==> config.mk <==
export PLATFORM = sky130hd
export DESIGN_NAME = return_array_function
export DESIGN_NICKNAME = d
export VERILOG_FILES = /design/src/rtl/return_array_pkg.sv /design/src/rtl/return_array_function.sv
export SDC_FILE = /design/constraint.sdc
export NUM_CORES = 1
export LEC_CHECK = 0
export CAP_MARGIN = 0
export CORE_ASPECT_RATIO = 1.4
export CORE_MARGIN = 2
export CORE_UTILIZATION = 61
export CTS_CLUSTER_SIZE = 12
export DETAILED_ROUTE_END_ITERATION = 16
export PLACE_DENSITY = 0.87
export SYNTH_ARGS = -nofsm -noshare
export SYNTH_HDL_FRONTEND = slang
export SYNTH_SLANG_ARGS = --single-unit
==> constraint.sdc <==
create_clock -name clk -period 1.42 [get_ports clk]
set_input_delay 0.426 -clock clk [delete_from_list [all_inputs] [get_ports clk]]
set_output_delay 0.426 -clock clk [all_outputs]
set_load 0.01 [all_outputs]
==> src/rtl/return_array_pkg.sv <==
// Shared types and the combinational result-array function for return_array_function.
package return_array_pkg;

   localparam int RES_W = 8;
   localparam int RES_N = 4;

   typedef logic [RES_W-1:0] result_arr_t [RES_N];

   typedef enum logic [1:0] {
      OP_INC  = 2'b00,
      OP_SHL  = 2'b01,
      OP_BIT  = 2'b10,
      OP_MISC = 2'b11
   } op_e;

   localparam logic [RES_W-1:0] MASK_HI  = 8'hF0;
   localparam logic [RES_W-1:0] MASK_LO  = 8'h0F;
   localparam logic [RES_W-1:0] MASK_ALL = 8'hFF;
   localparam logic [RES_W-1:0] MOD_BASE = 8'd10;

   // All results wrap naturally at RES_W bits; nothing saturates.
   function automatic result_arr_t compute_results(input logic [RES_W-1:0] d, input op_e op);
      result_arr_t res;
      res = '{default: '0};
      case (op)
         OP_INC: begin
            for (int k = 0; k < RES_N; k++) res[k] = d + RES_W'(k + 1);
         end
         OP_SHL: begin
            for (int k = 0; k < RES_N; k++) res[k] = d << (k + 1);
         end
         OP_BIT: begin
            res[0] = ~d;
            res[1] = d & MASK_HI;
            res[2] = d | MASK_LO;
            res[3] = d ^ MASK_ALL;
         end
         OP_MISC: begin
            res[0] = d;
            res[1] = d << 1;
            res[2] = d >> 1;
            res[3] = d % MOD_BASE;
         end
         default: res = '{default: '0};
      endcase
      return res;
   endfunction

endpackage

==> src/rtl/return_array_function.sv <==
// Registers a four-element result array computed from one operand per accepted cycle.
// Optional macro RETURN_ARRAY_CLEAR_IDLE_EN clears the array on idle cycles instead of holding it.
module return_array_function
   import return_array_pkg::*;
#(
   parameter int DATA_W = 8,
   parameter int N_RES  = 4
) (
   input  logic              clk,
   input  logic              rst_n,
   input  logic [DATA_W-1:0] data_in,
   input  logic              data_valid,
   input  logic [1:0]        op_select,
   output logic [DATA_W-1:0] result_array [N_RES],
   output logic              result_valid
);

   result_arr_t result_q, result_d;
   logic        valid_q, valid_d;

   always_comb begin
      valid_d  = data_valid;
      result_d = result_q;
      if (data_valid) begin
         result_d = compute_results(data_in, op_e'(op_select));
      end
`ifdef RETURN_ARRAY_CLEAR_IDLE_EN
      else begin
         result_d = '{default: '0};
      end
`endif
   end

   // NOTE: the result array is reset too, because it is a visible output that must read 00 during reset.
   always_ff @(posedge clk or negedge rst_n) begin
      if (!rst_n) begin
         result_q <= '{default: '0};
         valid_q  <= 1'b0;
      end else begin
         result_q <= result_d;
         valid_q  <= valid_d;
      end
   end

   assign result_array = result_q;
   assign result_valid = valid_q;

endmodule

==> results of run 1 <==
==> stage by stage <==
| step | area, sq um | TNS [ns] |
|---|---|---|
| 2_1_floorplan | 3880 | -17.04 |
| 3_3_place_gp | 5050 | -38.71 |
| 3_5_place_dp | 5050 | -42.42 |
==> cells in the mapped netlist (6+ instances only) <==
cell      count  area share
a21oi_1      36       0.051
a31oi_1      12       0.021
clkbuf_1     26       0.028
dfrtp_1      33        0.23
ha_1         13       0.046
inv_1        17       0.018
mux2_2       11       0.035
nand2_1      37       0.039
nand3_1      19       0.027
nand4_1       9       0.016
nor2_1       51       0.054
nor3_1       13       0.018
o211ai_1     13       0.028
o21ai_0      28       0.040
o21ai_1       6      0.0085
xnor2_1       7       0.017
==> cells by family after synthesis <==
kind of cell | Yosys count | synth area share
mux | 18 | 0.0564
fa+ha+maj | 14 | 0.0490
flops | 33 | 0.234
compound gates | 153 | 0.318
xor+xnor | 12 | 0.0319
simple gates | 167 | 0.243
buf+inv | 57 | 0.0674
==> impl_results.md, run 1 <==
* Status: aborted with a tool error
* Die Span Y at 94.0 um
* #FFs+latches synth at 33
* Last flow stage reached: clock tree synthesis
* Netlist area before placement at 3530 sq um
* PortBufs at 45
* Ys async rst share at 1.00
* GP Congestion at 0.978
* CTS root buf: clkbuf_8
* Num CTS Buffers at 5
* Error Message: [ERROR DPL-0038] Utilization greater than 100%, impossible to legalize
* Syn Nets at 480
* Distinct cells, synth at 85
* # IOs at 46
* Avg Cell Area, Syn at 7.77 sq um
* Setup Slack @ Placement at -3.06 ns
* Post-DP HPWL at 10.4 mm
* CTS max path bufs at 2
* Post-synth EDFFs at 0
* Row count at 32
* Die X at 68.3 um
* Setup Buffers After CTS at 45
* H-tree levels at 2
* Most used DFF post-synth: dfrtp_1
* CTS Hold Bufs at 0
* Yosys Warn Count at 0
* Post-Syn Instances at 454
* Clock Sinks at 33
* Starting density of the core at 0.634
* Post-CTS resize count at 213
* Sequential-to-total area share from yosys stat at 0.234
* DP Cell Count at 651
==> run 2: changes to the inputs <==
- CORE_ASPECT_RATIO: 1.4 -> default
- CORE_UTILIZATION: 61 -> 40
- CTS_CLUSTER_SIZE: 12 -> default
- PLACE_DENSITY: 0.87 -> default
- PLACE_DENSITY_LB_ADDON: default -> 0.15
==> run 2 against run 1 <==
Net effect:
- the flow now finishes, with violations (setup timing)
- synthesized area did not move
- synthesized cell count did not move
==> impl_results.md, run 2 <==
* Status: complete, but fails checks
* Failing checks: setup timing
* Num CTS Buffers at 5 (unchanged)
* #FFs+latches synth at 33 (unchanged)
* CP Buf/Inv Count at 4
* Worst slew pin tran at 0.409 ns
* Inserted Diodes at 0
* Worst Setup EP: result_array[6]$_DFFE_PN0P_
* Distinct cells, synth at 85 (unchanged)
* Post-route setup TNS at -20.97 ns
* H-tree levels at 2 (unchanged)
* TritonCTS clock tree: built
* DP Cell Count at 686 (+5.4%)
* Post-synth top cells: 51 x nor2_1, 37 x nand2_1, 36 x a21oi_1
* Syn Nets at 480 (unchanged)
* Remaining Overflow, GRT at 0
* Die X at 97.9 um (+43%)
* Detail Route Antenna Nets at 0
* Post-DP HPWL at 8.74 mm (-16%)
* GP Congestion at 0.918 (-6.2%)
* Fin util at 0.727
* Area of the core at 8640 sq um
* # IOs at 46 (unchanged)
* Path depth of the worst reg2reg path at 2
* R2R Setup Slk at 0.53 ns
* Worst endpoint required time at 1.59 ns
* Critical path's slowest cell: a311o_4
* Most used DFF post-synth: dfrtp_1
* Starting density of the core at 0.408 (-0.225)
* DRC at 0
* Vias post-DR at 4606
* Worst R2R End: result_array[28]$_DFFE_PN0P_
* Sequential-to-total area share from yosys stat at 0.234 (unchanged)
* Final #Nets at 670
* Total GRT Usage at 0.275
* Critical Path Stages at 17
* Total power at 4.74 mW
* Peak VDD IR at 0.537 mV
* Placement Cell Area at 5040 sq um (about the same)
* RSZ-0062 raised after global routing: true
* Pwr dens at 755 nW/um^2
* Tcrit/Tclk final at 2.52
* Design Area, Final at 6280 sq um
* Ys async rst share at 1.00 (unchanged)
* Largest net degree at the start of global routing at 34
* Top cells by area, synth: dfrtp_1 23%, nor2_1 5.4%, a21oi_1 5.1%, ha_1 4.6%, o21ai_0 4.0%
* Fillers at 607
* Clock Latency Late Sink at 0.28 ns
* Crit. Startpoint: data_in[2]
* Top cell type by total area after synthesis: dfrtp_1
* Multi-input gate area at 3210 sq um
* Final setup fails at 22
* Routed WL at 14.6 mm
* Initial antenna violation count at 0
* Routed WL per cell at 19.4 um
* Yosys top cell area share at 0.234 (unchanged)
* Slew Limit Fails at 0
* Crit path max fanout at 5
* Fin Clk Skew at 0 ns
* Top achievable clock speed at 0.280 GHz
* Crit path arrival time at 3.74 ns
* Yosys Warn Count at 0 (unchanged)
* Non-Filler Instances at 753
* Worst slew margin at 0.728
* Row count at 34 (+6.3%)
* Max-cap violations at 0
* Die ar. at 9580 sq um
* Via density at 6.12
* Critical Path Max Stage Delay at 0.43 ns
* Reg area at 826 sq um
* CTS max path bufs at 2 (unchanged)
* Crit path kind: input port to flip-flop
* Avg Cell Area, Syn at 7.77 sq um (unchanged)
* Commonest cells after routing, fill and taps aside: 139 x buf_4, 45 x nor2_1, 33 x nand2_1, 33 x dfrtp_1, 28 x dlygate4sd2_1
* Crit end category: flip-flop
* Worst min-delay path category: input port to async pin
* Most common cell in the netlist: nor2_1
* Area Growth Syn to Fin at 78.1%
* Commonest non-fill, non-tap cell in the layout: buf_4
* Clock transition at path regs at 0.07 ns
* Leak pwr at 2.68 nW
* Hold Fails Final Rpt at 0
* DRT iter0 DRCs at 375
* Initial DRT Pass Iterations at 5
* Max reg flops at 32
* PortBufs at 45 (unchanged)
* CP startpoint kind: input port
* Final worst-path setup slack at -2.16 ns
* Clock Sinks at 33 (unchanged)
* Layout cells sized above 1 at 0.504
* Netlist area before placement at 3530 sq um (unchanged)
* Critical path's top delay family: compound AO/OA/AOI/OAI gates
* First-pass GRT wire length at 21.9 mm
* Worst path cell trace: buf_12 > clkinv_8 > ha_4 > nor4b_4 > buf_4 > o21a_4 > a311o_4 > mux2i_4 > o311ai_4 > o21ai_4 > buf_4 > a31o_4 > o311ai_4 > xor2_1 > a21oi_1 > a311oi_1 > nor2_1
* Worst r2r src: result_array[28]$_DFFE_PN0P_
* CTS root buf: clkbuf_8
* Post-Syn Instances at 454 (unchanged)
* Number of global-route vias before repair at 4395
* Post-synth EDFFs at 0 (unchanged)
* Final min period at 3.58 ns
* Die Span Y at 97.9 um (+4.2%)
-- run 2: worst min path at each step --
stage                                 start                           end  slack (ns)  cells past startpoint
2_1_floorplan                         rst_n   result_array[0]$_DFFE_PN0P_        0.13                      0
4_1_cts        result_array[24]$_DFFE_PN0P_  result_array[24]$_DFFE_PN0P_        0.51                      2
3_5_place_dp   result_array[24]$_DFFE_PN0P_  result_array[24]$_DFFE_PN0P_        0.50                      2
3_3_place_gp   result_array[27]$_DFFE_PN0P_  result_array[27]$_DFFE_PN0P_        0.49                      1
6_report                              rst_n  result_array[23]$_DFFE_PN0P_        0.50                      2
5_1_grt                               rst_n  result_array[14]$_DFFE_PN0P_        0.53                      2
-- run 2: final cells by class --
class | instances | area share
clock inverters | 2 | 0.00159
well taps | 108 | 0.0215
repair buffers | 220 | 0.305
clock buffers | 6 | 0.0116
inverters | 20 | 0.0173
multi-input cells | 364 | 0.511
flip-flops and latches | 33 | 0.132
-- run 2: stage by stage --
step	worst slack (ns)	hold slack, ns
after floorplan	-2.22	0.130
after global placement	-2.90	0.494
after detailed placement	-3.01	0.498
after CTS	-1.96	0.510
after global routing	-2.26	0.526
final	-2.16	0.503
-- run 2: report_power, final --
| group | internal, mW | switching (mW) |
|---|---|---|
| registers | 1.07 | 0.0682 |
| clock network | 0.340 | 0.356 |
| logic | 1.42 | 1.48 |
| total | 2.83 | 1.91 |
-- run 2: routing by layer --
metal | up-vias | GRT usage | routed length (um)
met4 | 0 | 0.0737 | 500
met1 | 2238 | 0.368 | 5860
li1 | 2056 | - | -
met2 | 258 | 0.466 | 7130
met5 | - | 0 | 0
met3 | 54 | 0.0408 | 1120
-- run 2: cells by family after synthesis --
kind of cell | count (synthesis) | share of synthesized area
XOR/XNOR | 12 | 0.0319
multiplexers | 18 | 0.0564
AND/OR/NAND/NOR | 167 | 0.243
buffers and inverters | 57 | 0.0674
adder cells (fa/ha/maj) | 14 | 0.0490
AO/OA/AOI/OAI | 153 | 0.318
flip-flops | 33 | 0.234
-- run 2: what timing repair did --
action	CTS	global route
setup buffers	37	23
cloned	1	1
hold buffers	0	0
setup endpoints to repair	65	34
pin swaps	43	28
resized for setup	172	72
-- run 2: worst reg2reg max path, cell delays in order, from the launching register on --
cell	delay [ns]
dfrtp_1	0.39
buf_4	0.13
mux2_4	0.26
Note: power is estimated with default switching activity, not from simulation.
==> run 3: changes to the inputs <==
- CAP_MARGIN: 0 -> 15
==> results of run 3 <==
Same layout as run 2: the final DEF is identical, and so are final timing and power.
==> edit 1: new RTL, flow settings as in run 2 <==
Remove the register `valid_q`: a continuous assignment takes its place, so the output `result_valid` follows one clock earlier.
--- a/src/rtl/return_array_function.sv
+++ b/src/rtl/return_array_function.sv
@@ -36,10 +36,10 @@
       if (!rst_n) begin
          result_q <= '{default: '0};
-         valid_q  <= 1'b0;
       end else begin
          result_q <= result_d;
-         valid_q  <= valid_d;
       end
    end
+
+   assign valid_q = valid_d;
 
    assign result_array = result_q;
Check against the original RTL: not equivalent (a bounded check fails within 4 cycles, from zero or initial values and one cycle with rst_n low).
==> edit 1 against run 2 <==
  * The run still ends with negative setup slack left
  * Sequential cell count down 1
  * Utilization up 2.1 points
  * Final area shrank 1.6%
  * Highest routed layer unchanged
  * Combinational power shrank 5%
  * Global-route usage decreased by 0.20 points
  * Power is 2.2% lower
  * Hold slack better by 0.0026 ns
  * Critical path depth is 1 higher
  * Worst setup slack worse by 0.075 ns
  * Synthesized area is 2.6% lower
  * Count of clock-buffer cells in the layout rose by 1
  * Largest cell class unchanged
  * Routed wire length fell by 4.0%
==> edit 1: results <==
[placement]
dp_hpwl_mm = 8.99
globalplace.congestion = 0.968

[cells_and_area]
layout.nets = 673
fillers = 597

[yosys]
synth_fa_ha_area_share_pct = 4.73
syn_nets = 482
synth.distinct_cells = 78
synth_mux_area_share_pct = 3.57
synth_common_cells = nor2_1 (47), nand2_1 (46), a21oi_1 (37)
synth_xor_area_share_pct = 2.80
synth_area_leaders = dfrtp_1 (23%), a21oi_1 (5.4%), nor2_1 (5.1%), nand2_1 (5.0%), o21ai_0 (5.0%)
synth_compound_area_share_pct = 36.5
ys_seq_area_share_pct = 23.3

[detailed_routing]
drtIter0Drc = 215
firstDrtPassIters = 4
dr_wl_met3_um = 832
met2_length_mm = 6.74
num_vias = 4493
avgRoutedWirePerCell_um = 18.7
wl_met1_mm = 6.09

[worst_setup_path]
cp_slowest_cell = or3_4
cpPeakStageDelay_ns = 0.41
critPathMaxFanout = 7
cp_num_buf_inv = 5

[global_routing]
grt_use_met1_pct = 37.4
met3_usage_pct = 4.99
grt_use_total_pct = 27.3
grt_start_max_net_pins = 33
globalRouteMet2Util_pct = 44.9

[run_status]
violations = negative setup slack
status = finished, violations left

[timing]
finalSetupViolCount = 24
setup_slack_ns = -2.23

[pwr]
leakage_nw = 2.66
## edit 1: final cells by class
cell class	instances	area, sq um	area share [%]
Multi-Input combinational cell	370	3110	50.3
Timing Repair Buffer	217	1940	31.4
Sequential cell	32	801	13.0
Tap cell	105	131	2.13
Inverter	21	97.6	1.58
Clock buffer	7	96.3	1.56
## edit 1: per-stage QoR
| step | setup slack [ns] | setup TNS [ns] | cells | area [sq um] |
|---|---|---|---|---|
| detailed placement | -3.11 | -42.87 | 709 | 5060 |
| global placement | -2.99 | -41.51 | 709 | 5060 |
| finish | -2.23 | -19.04 | 752 | 6180 |
| floorplan | -2.49 | -17.86 | 456 | 3710 |
| global route | -2.38 | -20.76 | 752 | 6180 |
| CTS | -2.22 | -17.82 | 742 | 5760 |
## edit 1: power by group
group          switching, W  internal, W  leakage [nW]
Combinational       0.00139      0.00136          2.23
Clock              0.000351     0.000432        0.0503
Sequential        0.0000678      0.00103         0.379
## edit 1: final timing paths
kind                                  start          endpoint  slack, ns
setup / recovery                 data_in[1]   result_array[2]      -2.23
hold / removal                        rst_n  result_array[31]       0.51
setup reg to reg            result_array[3]   result_array[3]       0.63
hold reg to reg            result_array[24]  result_array[24]       0.51
max in group asynchronous             rst_n   result_array[0]       0.72
min in group clk           result_array[24]  result_array[24]       0.51
## edit 1: kinds of logic (layout without fill, tap and decap cells)
logic type / Yosys count / in the layout
XOR/XNOR: 11 / 11
AO/OA/AOI/OAI: 178 / 178
buffers and inverters: 54 / 245
multiplexers: 11 / 11
flip-flops: 32 / 32
AND/OR/NAND/NOR: 157 / 157
adder cells (fa/ha/maj): 13 / 13
## edit 1: timing repair
action                                  in CTS  in global routing
gates resized for setup                    181                 85
pin swaps                                   37                 45
buffers inserted                            23                 11
endpoints found under the setup margin      65                 34
cloned                                       3                  0
==> edit 2: new RTL, settings of run 2 <==
Without the edit above. Build with the macro `RETURN_ARRAY_CLEAR_IDLE_EN` defined.
--- a/src/rtl/return_array_function.sv
+++ b/src/rtl/return_array_function.sv
@@ -1,4 +1,6 @@
 // Registers a four-element result array computed from one operand per accepted cycle.
 // Optional macro RETURN_ARRAY_CLEAR_IDLE_EN clears the array on idle cycles instead of holding it.
+`define RETURN_ARRAY_CLEAR_IDLE_EN
+
 module return_array_function
    import return_array_pkg::*;
Formal check against the unedited RTL: not equivalent (a bounded check fails within 4 cycles, from zero or initial values and one cycle with rst_n low).
==> edit 2 against run 2 <==
  * The run still ends with negative setup slack left
  * Global-route usage down 3.6 points
  * Synthesized area decreased by 15%
  * Sequential cell count is the same
  * Hold slack lost 0.054 ns
  * Routed wire length is 30% lower
  * Power decreased by 23%
  * Die area decreased by 14%
  * Synthesized cell count is 18% lower
  * Critical endpoint is now result_array[6]
  * Final area down 20%
  * Worst setup slack better by 0.43 ns
==> edit 2: results <==
[yosys]
syn_inst = 373
syn_nets = 398
ys_seq_area_share_pct = 27.5
synth.distinct_cells = 69
synth_area_leaders = dfrtp_1 (27%), ha_1 (5.0%), o21ai_0 (4.5%), nand2_1 (4.4%), nor2_1 (4.0%)
synth_common_cells = nand2_1 (35), dfrtp_1 (33), nor2_1 (32)

[run_status]
violations = negative setup slack
status = finished, violations left

[worst_setup_path]
critPathMaxFanout = 6
cp_slowest_cell = a311o_1
arrival_ns = 3.33
cpPeakStageDelay_ns = 0.37

[timing]
worst_pin_slew_ns = 0.378
setup_slack_ns = -1.72
finalSetupViolCount = 14
tns_ns = -11.86

[detailed_routing]
drtIter0Drc = 245
viasPerCell = 5.65

[cells_and_area]
antenna_cells = 0
fillers = 556
final_cells = 612
layout.nets = 537
drive_gt1_share_pct = 44.2

[pwr]
pwr-share-comb_pct = 53.5
leakage_nw = 2.32
sw_frac_of_total_pct = 36.6
ir_drop_v = 0.000325
p_clk_share_pct = 18.4
p_seq_w = 0.00103

[global_routing]
grt_pass1_wl_mm = 16.1
grt_use_total_pct = 23.9
first_global_vias = 3272

[placement]
place_area_sq_um = 4260
globalplace.congestion = 0.876
dp_hpwl_mm = 7.04
portBuffers = 45
pre_cts_slack_ns = -2.62
dp.cells = 577

[cts]
cts_buffers = 5

[worst_hold_path]
hold_class = in2reg
==> edit 2: changes by cell type in the layout (fill, tap and decap cells not counted), sizes merged, moves of 7 or more <==
cell         change
a21oi           -14
nand4            -7
buf             -56
a211oi           +8
mux2            -11
dlygate4sd2      +7
xnor2            +7
o21ai            -9
inv              -8
nor2            -18
o211ai          -11
nand3            -7
==> edit 2: area by class of cell <==
| cell class | instances | area (sq um) | share of cell area (%) |
|---|---|---|---|
| timing repair buffer | 165 | 1450 | 29.0 |
| sequential | 33 | 826 | 16.5 |
| multi-input combinational | 297 | 2460 | 49.2 |
| inverter | 10 | 58.8 | 1.17 |
| tap | 99 | 124 | 2.47 |
| clock buffer | 6 | 72.6 | 1.45 |
| clock inverter | 2 | 10.0 | 0.200 |
==> edit 2: routing by layer <==
layer	track usage [%]	wire [um]	share of wire (%)
met4	9.87	221	2.2
met5	0	0	0
met3	2.75	458	4.5
met1	30.5	4300	42
met2	40.9	5270	51
==> edit 2: what timing repair did <==
action,CTS,global route
gates resized for setup,136,55
pin swaps,40,29
setup endpoints to repair,65,27
buffers inserted,22,9
==> edit 2: cell families (layout without fill, tap and decap cells) <==
kind of cell | after synthesis | after routing | share of synthesized area [%]
multiplexers | 8 | 8 | 2.83
adder cells (fa/ha/maj) | 12 | 12 | 4.99
XOR/XNOR | 23 | 23 | 7.20
flip-flops | 33 | 33 | 27.5
AO/OA/AOI/OAI | 120 | 120 | 28.5
buffers and inverters | 43 | 183 | 6.20
AND/OR/NAND/NOR | 134 | 134 | 22.8
==> edit 2: final timing paths <==
check / from / endpoint / slack, ns / cells past startpoint
hold / removal: data_valid / result_valid / 0.45 / 1
min in group asynchronous: rst_n / result_array[21] / 0.51 / 2
max in group asynchronous: rst_n / result_array[4] / 0.75 / 2
setup / recovery: data_in[6] / result_array[6] / -1.72 / 16
